==> config.mk <==
export PLATFORM = sky130hd
export DESIGN_NAME = pipelined_rc_adder_flat
export DESIGN_NICKNAME = d
export VERILOG_FILES = /design/src/rtl/pipelined_rc_adder_if.sv /design/src/rtl/pipelined_rc_adder.sv /design/src/flat_wrapper.sv
export SDC_FILE = /design/constraint.sdc
export NUM_CORES = 1
export LEC_CHECK = 0
export ABC_AREA = 0
export CORE_ASPECT_RATIO = 2
export CORE_MARGIN = 8
export CORE_UTILIZATION = 52
export CTS_CLUSTER_DIAMETER = 50
export DETAILED_ROUTE_END_ITERATION = 7
export PLACE_DENSITY = 0.91
export SYNTH_ARGS = -nofsm -noshare
export SYNTH_HDL_FRONTEND = slang
export SYNTH_SLANG_ARGS = --single-unit
==> constraint.sdc <==
create_clock -name clk -period 2.4 [get_ports clk]
set_input_delay 0.36 -clock clk [delete_from_list [all_inputs] [get_ports clk]]
set_output_delay 0.36 -clock clk [all_outputs]
set_load 0.1 [all_outputs]
==> src/rtl/pipelined_rc_adder_if.sv <==
// Handshake and data bundle for pipelined_rc_adder.
//   in_valid/in_ready  : operand beat handshake (a, b, cin, sub)
//   out_valid/out_ready: result handshake (sum, cout, ovf)
// master: the block that issues operands and consumes results.
// slave : the adder itself.
interface pipelined_rc_adder_if #(
    parameter int WIDTH = 8
) ();
    logic             in_valid;
    logic             in_ready;
    logic [WIDTH-1:0] a;
    logic [WIDTH-1:0] b;
    logic             cin;
    logic             sub;
    logic             out_valid;
    logic             out_ready;
    logic [WIDTH-1:0] sum;
    logic             cout;
    logic             ovf;

    modport master (
        output in_valid, a, b, cin, sub, out_ready,
        input  in_ready, out_valid, sum, cout, ovf
    );

    modport slave (
        input  in_valid, a, b, cin, sub, out_ready,
        output in_ready, out_valid, sum, cout, ovf
    );
endinterface

==> src/rtl/pipelined_rc_adder.sv <==
// Pipelined ripple-carry adder/subtractor.
// Operands are cut into CHUNK-bit slices; stage k adds slice k and hands its
// carry to stage k+1 through a register, so latency is STAGES = WIDTH/CHUNK
// cycles at one result per cycle.
// Ports:
//   clk    : rising-edge clock
//   rst_n  : asynchronous active-low reset, flushes every in-flight beat
//   bus    : pipelined_rc_adder_if.slave
//            in_valid/in_ready, a, b, cin, sub  -> operand beat
//            out_valid/out_ready, sum, cout, ovf -> result beat
//            sub=0: a+b+cin, sub=1: a-b-cin (cout=1 means no borrow)
module pipelined_rc_adder #(
    parameter int WIDTH = 8,
    parameter int CHUNK = 4
) (
    input  logic                   clk,
    input  logic                   rst_n,
    pipelined_rc_adder_if.slave    bus
);
    localparam int STAGES = WIDTH / CHUNK;
    localparam int LAST   = STAGES - 1;

    generate
        if (WIDTH < 1 || CHUNK < 1 || (WIDTH % CHUNK) != 0) begin : g_bad_params
            $error("pipelined_rc_adder: WIDTH must be a positive multiple of CHUNK");
        end
    endgenerate

    // Each stage register keeps the whole operand words (upper slices are the
    // skew path, lower sum slices the de-skew path); unused bits trim away.
    logic [STAGES-1:0] v_q;
    logic [STAGES-1:0] c_q;
    logic [WIDTH-1:0]  a_q [STAGES];
    logic [WIDTH-1:0]  b_q [STAGES];
    logic [WIDTH-1:0]  s_q [STAGES];

    logic [STAGES-1:0] v_in;
    logic [STAGES-1:0] c_in;
    logic [WIDTH-1:0]  a_in [STAGES];
    logic [WIDTH-1:0]  b_in [STAGES];
    logic [WIDTH-1:0]  s_in [STAGES];

    logic [CHUNK:0]    sl    [STAGES];
    logic [WIDTH-1:0]  s_nxt [STAGES];
    logic [STAGES-1:0] c_nxt;

    logic [WIDTH-1:0]  b_eff;
    logic              cin_eff;
    logic              advance;

    function automatic logic [CHUNK:0] add_slice(
        input logic [CHUNK-1:0] x,
        input logic [CHUNK-1:0] y,
        input logic             ci
    );
        return {1'b0, x} + {1'b0, y} + {{CHUNK{1'b0}}, ci};
    endfunction

    // Subtraction is a + ~b + 1; a borrow-in removes that +1.
    assign b_eff   = bus.sub ? ~bus.b : bus.b;
    assign cin_eff = bus.cin ^ bus.sub;

    // The whole pipe moves as one unit: it only stalls when a finished
    // result is waiting and nobody takes it.
    assign advance      = !v_q[LAST] || bus.out_ready;
    assign bus.in_ready = advance;

    always_comb begin
        a_in[0] = bus.a;
        b_in[0] = b_eff;
        s_in[0] = '0;
        c_in[0] = cin_eff;
        v_in[0] = bus.in_valid;
        for (int k = 1; k < STAGES; k++) begin
            a_in[k] = a_q[k-1];
            b_in[k] = b_q[k-1];
            s_in[k] = s_q[k-1];
            c_in[k] = c_q[k-1];
            v_in[k] = v_q[k-1];
        end
    end

    always_comb begin
        c_nxt = '0;
        for (int k = 0; k < STAGES; k++) begin
            sl[k]    = add_slice(a_in[k][k*CHUNK +: CHUNK],
                                 b_in[k][k*CHUNK +: CHUNK],
                                 c_in[k]);
            s_nxt[k] = s_in[k];
            s_nxt[k][k*CHUNK +: CHUNK] = sl[k][CHUNK-1:0];
            c_nxt[k] = sl[k][CHUNK];
        end
    end

    always_ff @(posedge clk or negedge rst_n) begin
        if (!rst_n) begin
            v_q <= '0;
            c_q <= '0;
            for (int k = 0; k < STAGES; k++) begin
                a_q[k] <= '0;
                b_q[k] <= '0;
                s_q[k] <= '0;
            end
        end else if (advance) begin
            v_q <= v_in;
            c_q <= c_nxt;
            for (int k = 0; k < STAGES; k++) begin
                a_q[k] <= a_in[k];
                b_q[k] <= b_in[k];
                s_q[k] <= s_nxt[k];
            end
        end
    end

    // The last stage registers are the output registers. Overflow is decoded
    // from the sign bits held there, so it is as stable as sum during a stall
    // and reads 0 out of reset (all sign bits 0).
    assign bus.out_valid = v_q[LAST];
    assign bus.sum       = s_q[LAST];
    assign bus.cout      = c_q[LAST];
    assign bus.ovf       = (a_q[LAST][WIDTH-1] == b_q[LAST][WIDTH-1]) &&
                           (s_q[LAST][WIDTH-1] != a_q[LAST][WIDTH-1]);
endmodule

==> src/flat_wrapper.sv <==
// flat-port wrapper written by rule: the top's interface ports become plain ports
module pipelined_rc_adder_flat 
#(
    parameter int WIDTH = 8,
    parameter int CHUNK = 4
)
  (clk, rst_n, bus_in_valid, bus_a, bus_b, bus_cin, bus_sub, bus_out_ready, bus_in_ready, bus_out_valid, bus_sum, bus_cout, bus_ovf);
  pipelined_rc_adder_if #(.WIDTH(WIDTH)) bus_i ();
  input  logic clk;
  input  logic rst_n;
  input wire logic [$bits(bus_i.in_valid)-1:0] bus_in_valid;
  input wire logic [$bits(bus_i.a)-1:0] bus_a;
  input wire logic [$bits(bus_i.b)-1:0] bus_b;
  input wire logic [$bits(bus_i.cin)-1:0] bus_cin;
  input wire logic [$bits(bus_i.sub)-1:0] bus_sub;
  input wire logic [$bits(bus_i.out_ready)-1:0] bus_out_ready;
  output wire logic [$bits(bus_i.in_ready)-1:0] bus_in_ready;
  output wire logic [$bits(bus_i.out_valid)-1:0] bus_out_valid;
  output wire logic [$bits(bus_i.sum)-1:0] bus_sum;
  output wire logic [$bits(bus_i.cout)-1:0] bus_cout;
  output wire logic [$bits(bus_i.ovf)-1:0] bus_ovf;
  assign bus_i.in_valid = bus_in_valid;
  assign bus_i.a = bus_a;
  assign bus_i.b = bus_b;
  assign bus_i.cin = bus_cin;
  assign bus_i.sub = bus_sub;
  assign bus_i.out_ready = bus_out_ready;
  assign bus_in_ready = bus_i.in_ready;
  assign bus_out_valid = bus_i.out_valid;
  assign bus_sum = bus_i.sum;
  assign bus_cout = bus_i.cout;
  assign bus_ovf = bus_i.ovf;
  pipelined_rc_adder #(.WIDTH(WIDTH), .CHUNK(CHUNK)) u_core (.clk(clk), .rst_n(rst_n), .bus(bus_i));
endmodule
---- Word level (Yosys, flattened, before mapping) ----
Cells that the tools add are included.
storage, ports and cells
  input bits .............................. 22
  word-level logic and storage cells ...... 20
  bits in registers ....................... 48
  output and inout port bits .............. 12
operators by class
  bitwise operators ....................... 2
  reductions and logical operators ........ 3
  multiplexer cells ....................... 1
  eq/ne operators ......................... 2
  $add $sub $neg .......................... 4
operators by type and width
  kind                 count
  $add A4 B4 Y5        2
  $add A5 B1 Y5        2
  $mux W8              1
  $not A8 Y8           1
  $eq A1 B1 Y1         1
  $logic_and A1 B1 Y1  1
  $logic_not A1 Y1     1
  $logic_or A1 B1 Y1   1
  $ne A1 B1 Y1         1
  $xor A1 B1 Y1        1

---- Depth between registers and ports, before layout ----
  depth in word-level cells ............... 4
  mapped depth ............................ 7
  mapped depth without buffers ............ 6

---- Worst setup path after synthesis ----
Ideal clock, no wire load.
  kind .................................... reg2out
  start point ............................. reg u_core.s_q, in the netlist u_core.bus.sum[7]
  end point ............................... out bus_ovf
  path buffers ............................ 0
  slack ................................... -0.981 ns
  data arrival time ....................... 3.021 ns
  cell stages (with the launch flop) ...... 2
  data required time ...................... 2.040 ns
  cell sequence ........................... dfrtp_1 > o21ai_0
between the ends
  longest elaborated chain between the ends .. 2
RTL lines
  what                               RTL line                   RTL
  from (decl)                        pipelined_rc_adder.sv:35   logic [WIDTH-1:0] s_q [STAGES];
  from (signal, indexed assignment)  pipelined_rc_adder.sv:110  s_q[k] <= s_nxt[k];
  $ne A1 B1 Y1                       pipelined_rc_adder.sv:122  (s_q[LAST][WIDTH-1] != a_q[LAST][WIDTH-1]);
  $logic_and A1 B1 Y1                pipelined_rc_adder.sv:121  assign bus.ovf = (a_q[LAST][WIDTH-1] == b_q[LAST][WIDTH-1]) &&
  to (decl)                          flat_wrapper.sv:21         output wire logic [$bits(bus_i.ovf)-1:0] bus_ovf;
No other way between the ends.

---- Worst setup path after layout ----
  start point ............................. in bus_sub
  end point ............................... reg u_core.c_q[0]
between the ends
  longest elaborated chain between the ends .. 3
  elaborated cells between the ends (all ways) .. 4
  those cells by class .................... add/sub (2); mux (1); bitwise (1)
RTL lines
  what                  RTL line                   RTL
  from (decl)           flat_wrapper.sv:15         input wire logic [$bits(bus_i.sub)-1:0] bus_sub;
  $mux W8               pipelined_rc_adder.sv:60   assign b_eff = bus.sub ? ~bus.b : bus.b;
  $add A4 B4 Y5         pipelined_rc_adder.sv:56   return {1'b0, x} + {1'b0, y} + {{CHUNK{1'b0}}, ci};
  $add A5 B1 Y5 *       pipelined_rc_adder.sv:56
  to (signal assigned)  pipelined_rc_adder.sv:106  c_q <= c_nxt;
  to (decl)             pipelined_rc_adder.sv:32   logic [STAGES-1:0] c_q;
Every way passes the cells marked *; elsewhere a longest branch is shown, timed or not.
A chain may end at the register's enable or synchronous reset.

==> impl_metrics.tcl <==
set metrics [dict create \
    total_power_w 0.00186 \
    fin_crit_sh_pct 93.3 \
    worstPathCellList "clkdlybuf4s50_1, xor2_1, fa_1, fa_1, a21o_1, a21oi_1, a21oi_2" \
    synthTopCellsByCount "nand2_1 (50), dfrtp_1 (26), o21ai_0 (10)" \
    cp-startpoint "bus_sub" \
    syn_area_sq_um 1360 \
    drive_above_1_share_pct 15.7 \
    powerDensity_nw_per_um2 1080 \
    cts_buffers 3 \
    synth_top_area_cell "dfrtp_1" \
    firstDrtPassIters 4 \
    max-cap-violations 0 \
    yosysWarningCount 0 \
    post-dp-hpwl_mm 2.21 \
    synth_seq_area_share_pct 48.0 \
    htreeDepth 1 \
    cts_tree "done" \
    fin_nets 206 \
    synth_top_area_share_pct 48.0 \
    fin_skew_ns 0.00460 \
    critical_path_class "in2reg" \
    path_max_fanout 3 \
    yosys-top-cells-area "dfrtp_1 (48%), nand2_1 (14%), fa_1 (5.9%)" \
    vias_per_cell 5.13 \
    worst_pin_slew_ns 0.321 \
    grt_first_pass_wirelength_mm 4.71 \
    synth_async_sr_flop_share_pct 100 \
    p_leak_nw 0.847 \
    crit_slowest_cell "clkdlybuf4s50_1" \
    fin_util_pct 68.7 \
    start_util_pct 54.1 \
    ys_ff_latch 26 \
    coreArea_sq_um 2500 \
    max-vdd-ir-drop_mv 0.567 \
    drcViolationCount 0 \
    grt_pass1_vias 1132 \
    ys_types 19 \
    met3_wirelength_um 155 \
    required_ns 2.55 \
    synthCells 138 \
    drt_wl_total_mm 2.75 \
    cts_setup_buffers 0 \
    regToRegSetupSlack_ns 0.82 \
    clockRootBuffer "clkbuf_8" \
    wl_met1_um 949 \
    crit_path_end_kind "register" \
    hold_path_class "in2async" \
    maxSlewHeadroom_pct 78.6 \
    grt_use_total_pct 13.3 \
    status "complete, no violations" \
    rows 26 \
    worst_path_most_repeated_cell "fa_1" \
    gp_congestion 0.817 \
    routed.top_layer "met4" \
    cts_sinks 26 \
    setup_viol 0 \
    fin_crit_ns 2.24 \
    final_antenna_net_count 0 \
    r2r-start "u_core.b_in[4]$_DFFE_PN0P_" \
    port_buffers 33 \
    grt_max_degree 28 \
    dr.first_iter.drc_count 29 \
    pin_count 34 \
    slowest_delay_ns 0.48 \
    rsz0062_at_grt "false" \
    wl_met2_mm 1.58 \
    final_max_slew_viol_count 0 \
    cp.arrival_ns 2.39 \
    ys.flop_type "dfrtp_1" \
    fillerInstances 194 \
    gr-total-overflow 0 \
    vias 1025 \
    area.growth.synth_to_final_pct 27.1 \
    cts_hold_buf 0 \
    synth_most_common_cell "nand2_1" \
    cp_top_family "adder cells" \
    die-area_sq_um 4590 \
    synth-edff-count 0 \
    wire_per_inst_um 13.7 \
    num_antenna_cells 0 \
    final_hold_viol_count 0 \
    fp.dieW_um 52.1 \
    fmax_mhz 447 \
    critPathBufInv 1 \
    max-clock-path-buffers 2 \
    cts-resized-gates 0 \
    syn-num-nets 170 \
    die_h_um 88.2 \
    antenna_found_initial 0 \
    start_kind "input port" \
    tns_ns 0 \
    path_clk_slew_ns 0.08 \
    clock_latency_ns 0.27 \
    synth.avg_cell_area_sq_um 9.82 \
]
per-layer routing:
layer,global-route usage [%],vias up
met4,6.57,0
met1,13.1,490
li1,-,501
met5,0,-
met2,24.5,29
met3,2.89,5
kinds of logic after synthesis:
kind of cell | count (synthesis) | share of synthesized area [%]
flops | 26 | 48.0
simple gates | 58 | 17.2
fa+ha+maj | 10 | 11.4
buf+inv | 11 | 5.91
compound gates | 21 | 9.70
xor+xnor | 12 | 7.76
power by group:
part / switching [W] / leakage, nW / internal (W) / total [W]
clock: 0.000129 / 0.0216 / 0.000113 / 0.000242
sequential: 0.0000709 / 0.311 / 0.000553 / 0.000624
combinational: 0.000737 / 0.515 / 0.000256 / 0.000993
total: 0.000937 / 0.847 / 0.000921 / 0.00186
stage by stage:
stage | hold WS (ns) | area, sq um | std cells | setup slack [ns]
after floorplan | 0.0644 | 1360 | 138 | 0.292
after global placement | 0.443 | 1680 | 197 | -0.00210
after detailed placement | 0.455 | 1680 | 197 | -0.113
after CTS | 0.462 | 1720 | 200 | 0.172
after global routing | 0.491 | 1720 | 200 | 0.126
final | 0.447 | 1720 | 200 | 0.161
layout make-up:
| type | instances | area (sq um) | area share (%) |
|---|---|---|---|
| Sequential cell | 26 | 651 | 37.8 |
| Inverter | 5 | 23.8 | 1.38 |
| Clock buffer | 3 | 41.3 | 2.40 |
| Multi-Input combinational cell | 101 | 628 | 36.5 |
| Tap cell | 28 | 35.0 | 2.03 |
| Timing Repair Buffer | 37 | 343 | 19.9 |
flip-flops by register name, summed over array words and instances (netlist names):
signal	count
u_core.s_in	4
u_core.v_q	2
u_core.bus.sum	8
u_core.c_q	2
u_core.a_in	4
u_core.b_q	1
u_core.b_in	4
u_core.a_q	1
worst paths after layout:
check	end	cells after the start
setup / recovery	u_core.c_q[0]$_DFFE_PN0P_	7
hold / removal	u_core.b_q[7]$_DFFE_PN0P_	2
setup reg to reg	u_core.c_q[1]$_DFFE_PN0P_	6
hold reg to reg	u_core.v_q[1]$_DFFE_PN0P_	1
max in group asynchronous	u_core.bus.sum[0]$_DFFE_PN0P_	2
min in group clk	u_core.v_q[1]$_DFFE_PN0P_	1
worst reg2reg max path: cells and delay by family (launching register included):
| family | cells | cell delay [ns] |
|---|---|---|
| AND/OR/NAND/NOR | 1 | 0.07 |
| AO/OA/AOI/OAI | 2 | 0.24 |
| buffers and inverters | 1 | 0.09 |
| adder cells (fa/ha/maj) | 2 | 0.66 |
| flip-flops | 1 | 0.40 |
cell usage in the layout, fill, tap and decap left out, types with 3 or more instances in the layout:
master / instances
nand2_1: 50
dfrtp_1: 26
clkdlybuf4s50_1: 21
buf_4: 15
o21ai_0: 9
xor2_1: 8
ha_1: 6
nor2_1: 5
inv_1: 4
xnor2_1: 4
fa_1: 4
o21ai_2: 3
a21oi_2: 3
a21o_1: 3
a21oi_1: 3
clkbuf_8: 3
Note: power is estimated with default switching activity, not from simulation.
